[config.mk]
export PLATFORM = sky130hd
export DESIGN_NAME = uart_tx
export DESIGN_NICKNAME = d
export VERILOG_FILES = /design/src/rtl/uart_tx.sv
export SDC_FILE = /design/constraint.sdc
export NUM_CORES = 1
export LEC_CHECK = 0
export CAP_MARGIN = 20
export CORE_ASPECT_RATIO = 0.5
export CORE_MARGIN = 3
export CORE_UTILIZATION = 40
export CTS_BUF_LIST = sky130_fd_sc_hd__clkbuf_8 sky130_fd_sc_hd__clkbuf_16
export DETAILED_ROUTE_END_ITERATION = 8
export PLACE_DENSITY = 0.58
export RECOVER_POWER = 100
export SLEW_MARGIN = 40
export SYNTH_ARGS = -nofsm -noshare
export SYNTH_HDL_FRONTEND = slang
export SYNTH_SLANG_ARGS = --single-unit
[constraint.sdc]
create_clock -name sys_clk -period 8.1 [get_ports sys_clk]
set_input_delay 0.81 -clock sys_clk [delete_from_list [all_inputs] [get_ports sys_clk]]
set_output_delay 0.81 -clock sys_clk [all_outputs]
set_load 0.01 [all_outputs]
[src/rtl/uart_tx.sv]
// 8N1 UART transmitter with a small byte FIFO; frames are sent back-to-back
// while bytes are queued. Bit period is CLK/UART_BPS system clocks.
module uart_tx #(
  parameter int CLK        = 50000000,
  parameter int UART_BPS   = 921600,
  parameter int FIFO_DEPTH = 4
) (
  input  logic       sys_clk,
  input  logic       sys_rst,
  input  logic [7:0] in_data,
  input  logic       in_flag,
  output logic       tx,
  output logic       tx_busy,
  output logic       fifo_full,
  output logic       overflow
);
  localparam int BPS_CNT = CLK / UART_BPS;
  localparam int AW      = $clog2(FIFO_DEPTH);
  localparam int CW      = $clog2(FIFO_DEPTH + 1);
  localparam logic [31:0]   BAUD_LAST = 32'(BPS_CNT - 1);
  localparam logic [CW-1:0] CNT_MAX   = CW'(FIFO_DEPTH);

  typedef enum logic [1:0] {IDLE, START, DATA, STOP} state_e;

  state_e        state_q;
  logic [7:0]    mem_q [FIFO_DEPTH];
  logic [AW-1:0] wr_ptr_q, rd_ptr_q;
  logic [CW-1:0] cnt_q, cnt_d;
  logic [31:0]   baud_q;
  logic [7:0]    shift_q;
  logic [2:0]    bit_q;
  logic          tick, pop, push;

  assign tick = (baud_q == BAUD_LAST);
  // Pops only from the registered count, so a fresh write never bypasses to the shifter.
  assign pop  = (cnt_q != '0) && ((state_q == IDLE) || ((state_q == STOP) && tick));
  assign push = in_flag && ((cnt_q != CNT_MAX) || pop);

  always_comb begin
    cnt_d = cnt_q;
    case ({push, pop})
      2'b10:   cnt_d = cnt_q + CW'(1);
      2'b01:   cnt_d = cnt_q - CW'(1);
      default: cnt_d = cnt_q;
    endcase
  end

  always_ff @(posedge sys_clk) begin
    if (push) mem_q[wr_ptr_q] <= in_data;
  end

  always_ff @(posedge sys_clk or posedge sys_rst) begin
    if (sys_rst) begin
      state_q   <= IDLE;
      wr_ptr_q  <= '0;
      rd_ptr_q  <= '0;
      cnt_q     <= '0;
      baud_q    <= '0;
      shift_q   <= '0;
      bit_q     <= '0;
      tx        <= 1'b1;
      tx_busy   <= 1'b0;
      fifo_full <= 1'b0;
      overflow  <= 1'b0;
    end else begin
      if (push) wr_ptr_q <= wr_ptr_q + AW'(1);
      if (pop)  rd_ptr_q <= rd_ptr_q + AW'(1);
      cnt_q     <= cnt_d;
      fifo_full <= (cnt_d == CNT_MAX);
      overflow  <= in_flag && !push;
      // Drops on the very edge that enters IDLE with nothing left to send.
      tx_busy   <= !(((state_q == IDLE) || ((state_q == STOP) && tick)) && !pop);
      if (state_q != IDLE) baud_q <= tick ? '0 : baud_q + 32'd1;

      case (state_q)
        IDLE: if (pop) begin
          shift_q <= mem_q[rd_ptr_q];
          tx      <= 1'b0;
          baud_q  <= '0;
          state_q <= START;
        end
        START: if (tick) begin
          tx      <= shift_q[0];
          bit_q   <= '0;
          state_q <= DATA;
        end
        DATA: if (tick) begin
          if (bit_q == 3'd7) begin
            tx      <= 1'b1;
            state_q <= STOP;
          end else begin
            shift_q <= shift_q >> 1;
            tx      <= shift_q[1];
            bit_q   <= bit_q + 3'd1;
          end
        end
        STOP: if (tick) begin
          if (pop) begin
            shift_q <= mem_q[rd_ptr_q];
            tx      <= 1'b0;
            state_q <= START;
          end else begin
            state_q <= IDLE;
          end
        end
        default: state_q <= IDLE;
      endcase
    end
  end
endmodule

==> flow_summary.toml, run 1 <==
[floorplanning]
die_y_um = 80.5
die_area_um2 = 12500
die_x_um = 155
row_count = 26
coreArea_um2 = 10500
start_util_pct = 42.2
io_pins = 15

[synth]
synth_simple_gate_area_share_pct = 15.7
synth-edff-count = 32
syn_inst = 397
synth_cell_types = 57
yosysSeqAreaShare_pct = 53.3
synth_mux_area_share_pct = 8.18
synth-async-reset-ratio_pct = 63.6
post-synth-top-count-cell = "dfrtp_1"
synth_adder_area_share_pct = 3.84
syn_area_um2 = 4440
synthTopCellsByArea = "dfrtp_1 (31%), edfxtp_1 (22%), o21ai_0 (5.9%)"
synth-seq-cells = 88
syn_nets = 421
synth_commonest_cells = "dfrtp_1 (55), o21ai_0 (52), nand2_1 (45)"
synthXorXnorAreaFrac_pct = 2.57
yosys_warnings = 0
synth_largest_area_cell = "dfrtp_1"
synth_top_family_by_area = "simple AND/OR/NAND/NOR gates"
yosys.area.top_type_share_pct = 31.0
synth-compound-area-share_pct = 13.6
yosys_most_used_dff = "dfrtp_1"
avgSynthCellArea_um2 = 11.2

[place]
gp_congestion = 0.827
port_buffers = 14
dpl_worst_slack_ns = 4.97
hpwl_um = 6080
place_inst = 534

[power_and_ir_drop]
p_switching_mw = 0.563
clkPwrFrac_pct = 26.3
vdd_drop_max_v = 0.000154
internal_power_mw = 1.01
pwr-share-comb_pct = 33.1
swShare_pct = 35.9
total_power_mw = 1.57
powerDensity_nw_per_um2 = 317
seqPwrFrac_pct = 40.6
leakage_nw = 1.90

[timing]
slew_viol_final = 98
whs_ns = 0.481
finalSetupViolCount = 0
min_period_over_period_pct = 46.4
rsz0062_at_grt = "false"
maxSlewHeadroom_pct = -101
skew_ns = 0.00926
setup_slack_ns = 4.34
fmax_ghz = 0.266
period_needed_ns = 3.76
finalHoldViolations = 0
worst_pin_slew_ns = 3.01
final.setup.tns_ns = 0

[detailed_routing]
first_pass_iters = 4
num_vias = 3143
wl_per_cell_um = 16.5
ant_nets = 0
detail_route.iter0.violations = 248
drt-vias-per-instance = 5.71
drc = 0
drt_wl_total_um = 9080

[cts]
cts.path.max_buffers = 2
worstSkewPairLatency_ns = 0.35
numCtsBuffers = 9
cts_setup_buffers = 0
cts_root_buffer = "clkbuf_16"
cts_resized = 0
cts.clk_slew.worst_paths_ns = 0.07
clock_sinks = 88
htreeDepth = 3
cts_tree = "built"
hold_buffers = 0

[status]
outcome = "finished with violations"
violations = "max-capacitance violations, max-slew violations"

[worst_setup_path]
path_max_fanout = 56
cp.required_ns = 7.89
startpoint_type = "primary input"
worst-endpoint-arrival_ns = 3.54
setup.worst_path.end_class = "async pin"
worstSetupPathType = "in -> async"

[global_route]
grt_max_degree = 57
grt_pass1_vias = 3050
grt_first_pass_wirelength_um = 15500
track_usage_pct = 15.7
antenna_found_initial = 0
gr-total-overflow = 0

[min_path]
hold_class = "reg -> reg"

[final_layout]
area_growth_pct = 11.7
layout.cells.non_filler = 550
nNetsFinal = 429
diodes = 0
drive_above_1_share_pct = 11.7

[flow_run]
maxCapViolCount = 2
## layer usage
layer	vias to the layer above	GRT usage, %	wire (um)
li1	1506	-	-
met5	-	0	0
met2	43	25.8	4470
met4	0	4.67	26
met1	1592	20.5	4320
met3	2	4.20	261
## final cells by class
class / count / area (um^2)
tap: 140 / 175
timing repair buffer: 17 / 155
clock inverter: 7 / 70.1
inverter: 14 / 52.6
clock buffer: 9 / 225
multi-input combinational: 275 / 1910
sequential: 88 / 2360
fill: 927 / 5550
## cell families after synthesis
family	Yosys count
simple gates	131
compound gates	94
flops	88
buf+inv	34
mux	24
xor+xnor	13
fa+ha+maj	13
## state kept, by name, indices dropped and copies added, names as in the netlist, 2 cells and up
register	cells
baud_q	32
wr_ptr_q	2
shift_q	8
state_q	2
rd_ptr_q	2
cnt_q	3
bit_q	3
mem_q	32
## stage by stage
stage	util, %	area [um^2]
floorplan	-	4440
global placement	44.8	4710
detailed placement	44.9	4710
CTS	47.7	5010
global route	47.2	4960
finish	47.2	4960
## worst max-delay path, stage by stage
cell and delay, ns:
dlygate4sd3_1 0.54, clkinv_1 0.05, clkbuf_1 2.12
## final timing paths
kind	from	endpoint	slack, ns	cells after the start
max	sys_rst	baud_q[9]$_DFF_PP0_	4.34	3
min	tx$_DFFE_PP1P_	tx$_DFFE_PP1P_	0.48	2
max reg2reg	baud_q[12]$_DFF_PP0_	baud_q[20]$_DFF_PP0_	4.53	6
min reg2reg	tx$_DFFE_PP1P_	tx$_DFFE_PP1P_	0.48	2
max in group sys_clk	baud_q[12]$_DFF_PP0_	baud_q[20]$_DFF_PP0_	4.53	6
min in group asynchronous	sys_rst	baud_q[23]$_DFF_PP0_	2.06	3
## power by group through the flow
stage,clock network (mW),registers [mW],logic [mW]
after detailed placement,0,0.647,0.547
after CTS,0.423,0.638,0.550
final,0.414,0.637,0.520
after global routing,0.442,0.651,0.580
after floorplan,0,0.600,0.460
after global placement,0,0.640,0.527
## placed cells by master (no fill, tap or decap), drive strengths merged, types with 2 or more instances in the layout
cell	count
ha	12
dlygate4sd3	13
and4	6
clkbuf	11
and3	7
nor2	13
clkinv	2
mux4	8
nand2	46
or4	3
inv	18
a22o	5
nand3b	2
o31ai	6
a21oi	8
o21ai	53
nor3	6
o41ai	5
a31oi	6
mux2	15
xor2	8
xnor2	5
nand4	9
nor4	9
and2	8
dfrtp	55
edfxtp	32
nand3	18
(Power assumes the default switching activity.)
==> run 2, diff against run 1 <==
PLACE_DENSITY = 0.6   (was 0.58)
clock period = 3.4 ns   (was 8.1 ns; I/O delays follow)
==> flow_summary.toml, run 2 (synthesis gave the netlist of run 1 again) <==
[cts]
cts_setup_buffers = 0
hold_buffers = 0
numCtsBuffers = 9
cts.path.max_buffers = 2
cts_root_buffer = "clkbuf_16"
worstSkewPairLatency_ns = 0.34
clock_sinks = 88
cts.clk_slew.worst_paths_ns = 0.07
htreeDepth = 3
cts_resized = 0
cts_tree = "built"

[final_layout]
top_regs = "baud_q: 32 flops, mem_q: 32 flops, shift_q: 8 flops"
drive_above_1_share_pct = 12.6
final_core_util_pct = 47.5
area_growth_pct = 12.5
nNetsFinal = 433
diodes = 0
layout_commonest_cell = "dfrtp_1"
layout_common_cells = "dfrtp_1 (55), o21ai_0 (53), nand2_1 (45), edfxtp_1 (32), nand3_1 (18)"

[min_path]
hp-start = "tx$_DFFE_PP1P_"
hold_class = "reg -> reg"

[flow_run]
maxCapViolCount = 0

[power_and_ir_drop]
clkPwrFrac_pct = 26.6
total_power_mw = 3.73
leakage_nw = 1.93
seqPwrFrac_pct = 40.6
internal_power_mw = 2.41
swShare_pct = 35.4
vdd_drop_max_v = 0.000407
p_switching_mw = 1.32
powerDensity_nw_per_um2 = 748
pwr-share-comb_pct = 32.8

[timing]
period_needed_ns = 3.04
finalHoldViolations = 0
worst_pin_slew_ns = 1.05
min_period_over_period_pct = 89.5
fmax_ghz = 0.329
final.setup.tns_ns = 0
finalSetupViolCount = 0
skew_ns = 0.00721
slew_viol_final = 0
rsz0062_at_grt = "false"
maxSlewHeadroom_pct = 29.9

[place]
hpwl_um = 5800
port_buffers = 14
gp_congestion = 0.783

[status]
outcome = "complete, no violations"

[worst_setup_path]
worst-endpoint-arrival_ns = 3.28
cp.required_ns = 3.63
setup.worst_path.end_class = "flop"
critPathLaunch = "baud_q[1]$_DFF_PP0_"
worstSetupPathType = "reg -> reg"
path_max_fanout = 7
r2r-start = "baud_q[1]$_DFF_PP0_"
startpoint_type = "flop"

[detailed_routing]
drt-vias-per-instance = 5.56
wl_per_cell_um = 15.4
drt_wl_total_um = 8540
drc = 0
ant_nets = 0
detail_route.iter0.violations = 260
first_pass_iters = 5
num_vias = 3081

[global_route]
gr-total-overflow = 0
grt_pass1_vias = 3016
track_usage_pct = 15.1
grt_first_pass_wirelength_um = 14900
grt_max_degree = 35
antenna_found_initial = 0

[floorplanning]
start_util_pct = 42.2
die_y_um = 80.5
die_area_um2 = 12500
die_x_um = 155
io_pins = 15
row_count = 26
coreArea_um2 = 10500
-- run 2: cell type report --
type,instances,area (um^2)
timing repair buffer,21,184
sequential,88,2360
tap,140,175
clock inverter,7,78.8
clock buffer,9,225
inverter,14,52.6
fill,998,5520
multi-input combinational,275,1910
-- run 2: per-layer routing --
| layer | vias up | track usage (%) | routed length (um) |
|---|---|---|---|
| li1 | 1513 | - | - |
| met1 | 1521 | 20.0 | 4300 |
| met2 | 41 | 24.3 | 3940 |
| met3 | 6 | 4.36 | 233 |
| met4 | 0 | 4.67 | 68 |
| met5 | - | 0 | 0 |
-- run 2: power groups by stage --
stage	logic, mW	clock network [mW]	registers [mW]
floorplan	1.09	0	1.43
global placement	1.29	0	1.54
detailed placement	1.31	0	1.54
CTS	1.31	1.03	1.52
global route	1.39	1.07	1.56
finish	1.22	0.995	1.52
-- run 2: worst paths after layout --
kind,slack [ns],endpoint,cells after the start
hold / removal,0.48,tx$_DFFE_PP1P_,2
max in group asynchronous,1.45,baud_q[15]$_DFF_PP0_,3
min in group asynchronous,0.64,baud_q[21]$_DFF_PP0_,2
setup reg to reg,0.36,shift_q[4]$_DFFE_PP0P_,9
hold reg to reg,0.48,tx$_DFFE_PP1P_,2
setup / recovery,0.36,shift_q[4]$_DFFE_PP0P_,9
-- run 2: worst max-delay path: stages, from the launching register on --
cell,delay [ns]
dfrtp_1,0.41
inv_1,0.08
ha_1,0.16
and4b_1,0.21
nand4_1,0.15
buf_4,0.20
nor4_1,0.42
o21ai_0,0.30
a21oi_1,0.60
mux2_2,0.41
-- run 2: through the flow --
| step | setup slack, ns | hold slack, ns | instance area (um^2) | cells |
|---|---|---|---|---|
| floorplan | 0.705 | 0.439 | 4440 | 397 |
| global placement | 0.461 | 0.468 | 4740 | 538 |
| detailed placement | 0.385 | 0.470 | 4740 | 538 |
| CTS | 0.374 | 0.362 | 5050 | 554 |
| global route | 0.0813 | 0.503 | 4990 | 554 |
| finish | 0.356 | 0.477 | 4990 | 554 |
==> run 3, diff against run 2 <==
ABC_AREA = 1   (was unset)
PLACE_DENSITY = 0.67   (was 0.6)
==> flow_summary.toml, run 3 <==
[worst_setup_path]
r2r-start = "state_q[1]$_DFFE_PP0P_"
startpoint_type = "flop"
worstSetupPathType = "reg -> reg"
path_max_fanout = 27
reg2reg_setup_slack_ns = 0.71
cp.required_ns = 3.65
worst-endpoint-arrival_ns = 2.93
setup.worst_path.end_class = "flop"
r2r-end = "baud_q[26]$_DFF_PP0_"
reg2reg_depth = 7

[timing]
fmax_ghz = 0.372
slew_viol_final = 0
rsz0062_at_grt = "false"
setup_slack_ns = 0.714
min_period_over_period_pct = 79.0
final.setup.tns_ns = 0
skew_ns = 0.0105
finalHoldViolations = 0
period_needed_ns = 2.69
maxSlewHeadroom_pct = 28.5
finalSetupViolCount = 0
worst_pin_slew_ns = 1.07

[final_layout]
register_area_um2 = 2360
layout_common_cells = "nand2_1 (102), inv_1 (72), nor2_1 (64), dfrtp_1 (55), o21ai_0 (49)"
multi_input_area_um2 = 1940
layout_commonest_cell = "nand2_1"
final_cell_area_um2 = 5240
top_regs = "baud_q: 32 flops, mem_q: 32 flops, shift_q: 8 flops"
final_core_util_pct = 46.7
fillers = 1108
area_growth_pct = 11.7
drive_above_1_share_pct = 7.31
diodes = 0
nNetsFinal = 580

[global_route]
grt_first_pass_wirelength_um = 16300
grt_pass1_vias = 3372
grt_max_degree = 30
track_usage_pct = 15.5
antenna_found_initial = 0
gr-total-overflow = 0

[power_and_ir_drop]
powerDensity_nw_per_um2 = 481
p_switching_mw = 0.691
vdd_drop_max_v = 0.000327
swShare_pct = 27.4
pwr-share-comb_pct = 11.2
clkPwrFrac_pct = 38.7
internal_power_mw = 1.83
seqPwrFrac_pct = 50.1
total_power_mw = 2.52
leakage_nw = 2.33

[min_path]
hold_depth = 2
whs_endpoint = "shift_q[5]$_DFFE_PP0P_"
hold_class = "reg -> reg"
hp-start = "shift_q[5]$_DFFE_PP0P_"

[flow_run]
maxCapViolCount = 0

[cts]
cts_setup_buffers = 0
worstSkewPairLatency_ns = 0.35
cts_resized = 0
cts.path.max_buffers = 2
numCtsBuffers = 9
cts_root_buffer = "clkbuf_16"
cts_tree = "built"
cts.clk_slew.worst_paths_ns = 0.07
hold_buffers = 0
clock_sinks = 88
htreeDepth = 3

[floorplanning]
io_pins = 15
die_area_um2 = 13100
die_y_um = 82.6
row_count = 27
start_util_pct = 41.8
die_x_um = 159
coreArea_um2 = 11200

[detailed_routing]
first_pass_iters = 5
detail_route.iter0.violations = 242
drc = 0
wl_per_cell_um = 13.6
drt-vias-per-instance = 5.06
ant_nets = 0
num_vias = 3640
drt_wl_total_um = 9770

[synth]
yosys.area.top_type_share_pct = 29.3
yosys_most_used_dff = "dfrtp_1"
post-synth-top-count-cell = "nand2_1"
syn_inst = 539
syn_nets = 563
synth_commonest_cells = "nand2_1 (102), inv_1 (70), nor2_1 (63)"
synth-async-reset-ratio_pct = 63.6
yosys_warnings = 0
synth_cell_types = 43
synth-seq-cells = 88
syn_area_um2 = 4690
yosysSeqAreaShare_pct = 50.4
synth_largest_area_cell = "dfrtp_1"
synthTopCellsByArea = "dfrtp_1 (29%), edfxtp_1 (20%), nand2_1 (8.2%)"
synth-edff-count = 32
avgSynthCellArea_um2 = 8.71

[place]
port_buffers = 14
hpwl_um = 6920
dpl_worst_slack_ns = 0.805
gp_congestion = 0.875
place_area_um2 = 5000

[status]
outcome = "complete, no violations"
-- run 3: cell count changes after synthesis, sizes merged, moves of 7 or more --
cell	delta
xor2	+9
mux4	-8
nor4	-7
mux2	-15
and2	-8
inv	+62
nand3	+13
and3	-7
clkbuf	-11
nor2	+53
o22ai	+16
nor3	+9
nand2	+61
-- run 3: final cells by class --
type / instances / share of cell area, %
tap: 159 / 3.80
clock inverter: 7 / 1.27
inverter: 77 / 5.51
sequential: 88 / 45.1
timing repair buffer: 17 / 3.10
multi-input combinational: 363 / 36.9
clock buffer: 9 / 4.30
-- run 3: cell families after synthesis --
family / synth area share (%)
AOI/OAI and AO/OA: 12.0
and+or+nand+nor: 23.1
buffers and inverters: 7.31
adders and majority gates: 3.63
xor gates and xnor gates: 3.55
DFF: 50.4
-- run 3: layer usage --
metal | track usage (%) | routed length, um | vias to the layer above
met5 | 0 | 0 | -
met4 | 6.38 | 131 | 0
met3 | 3.74 | 387 | 10
met2 | 25.5 | 4450 | 72
met1 | 20.2 | 4800 | 1723
li1 | - | - | 1835
-- run 3: critical path, stage by stage, from the launching register on --
cell     delay (ns)
dfrtp_1        0.41
inv_1          0.13
ha_1           0.17
buf_4          0.21
inv_1          0.26
nor2_1         0.49
inv_1          0.54
o21ai_0        0.36
-- run 3: worst max-delay path by stage --
stage                           start                    end  slack (ns)  cells after the start
2_1_floorplan     baud_q[1]$_DFF_PP0_    fifo_full$_DFF_PP0_        1.28                     17
3_3_place_gp   state_q[0]$_DFFE_PP0P_    fifo_full$_DFF_PP0_        0.95                     14
3_5_place_dp   state_q[1]$_DFFE_PP0P_  mem_q[2][2]$_DFFE_PP_        0.81                      7
4_1_cts        state_q[1]$_DFFE_PP0P_  mem_q[2][5]$_DFFE_PP_        0.80                      7
5_1_grt        state_q[1]$_DFFE_PP0P_   baud_q[26]$_DFF_PP0_        0.48                      7
6_report       state_q[1]$_DFFE_PP0P_   baud_q[26]$_DFF_PP0_        0.71                      7
-- run 3: per-stage QoR --
step                      cells  hold WS (ns)
after detailed placement    704         0.473
after CTS                   720         0.390
after global placement      704         0.463
after global routing        720         0.508
final                       720         0.487
after floorplan             539         0.439
-- run 3: power by group through the flow --
stage	clock [mW]	sequential [mW]	combinational, mW
after CTS	0.995	1.26	0.295
after global routing	1.03	1.27	0.328
after global placement	0	1.28	0.285
final	0.976	1.26	0.282
after floorplan	0	1.27	0.206
after detailed placement	0	1.28	0.292
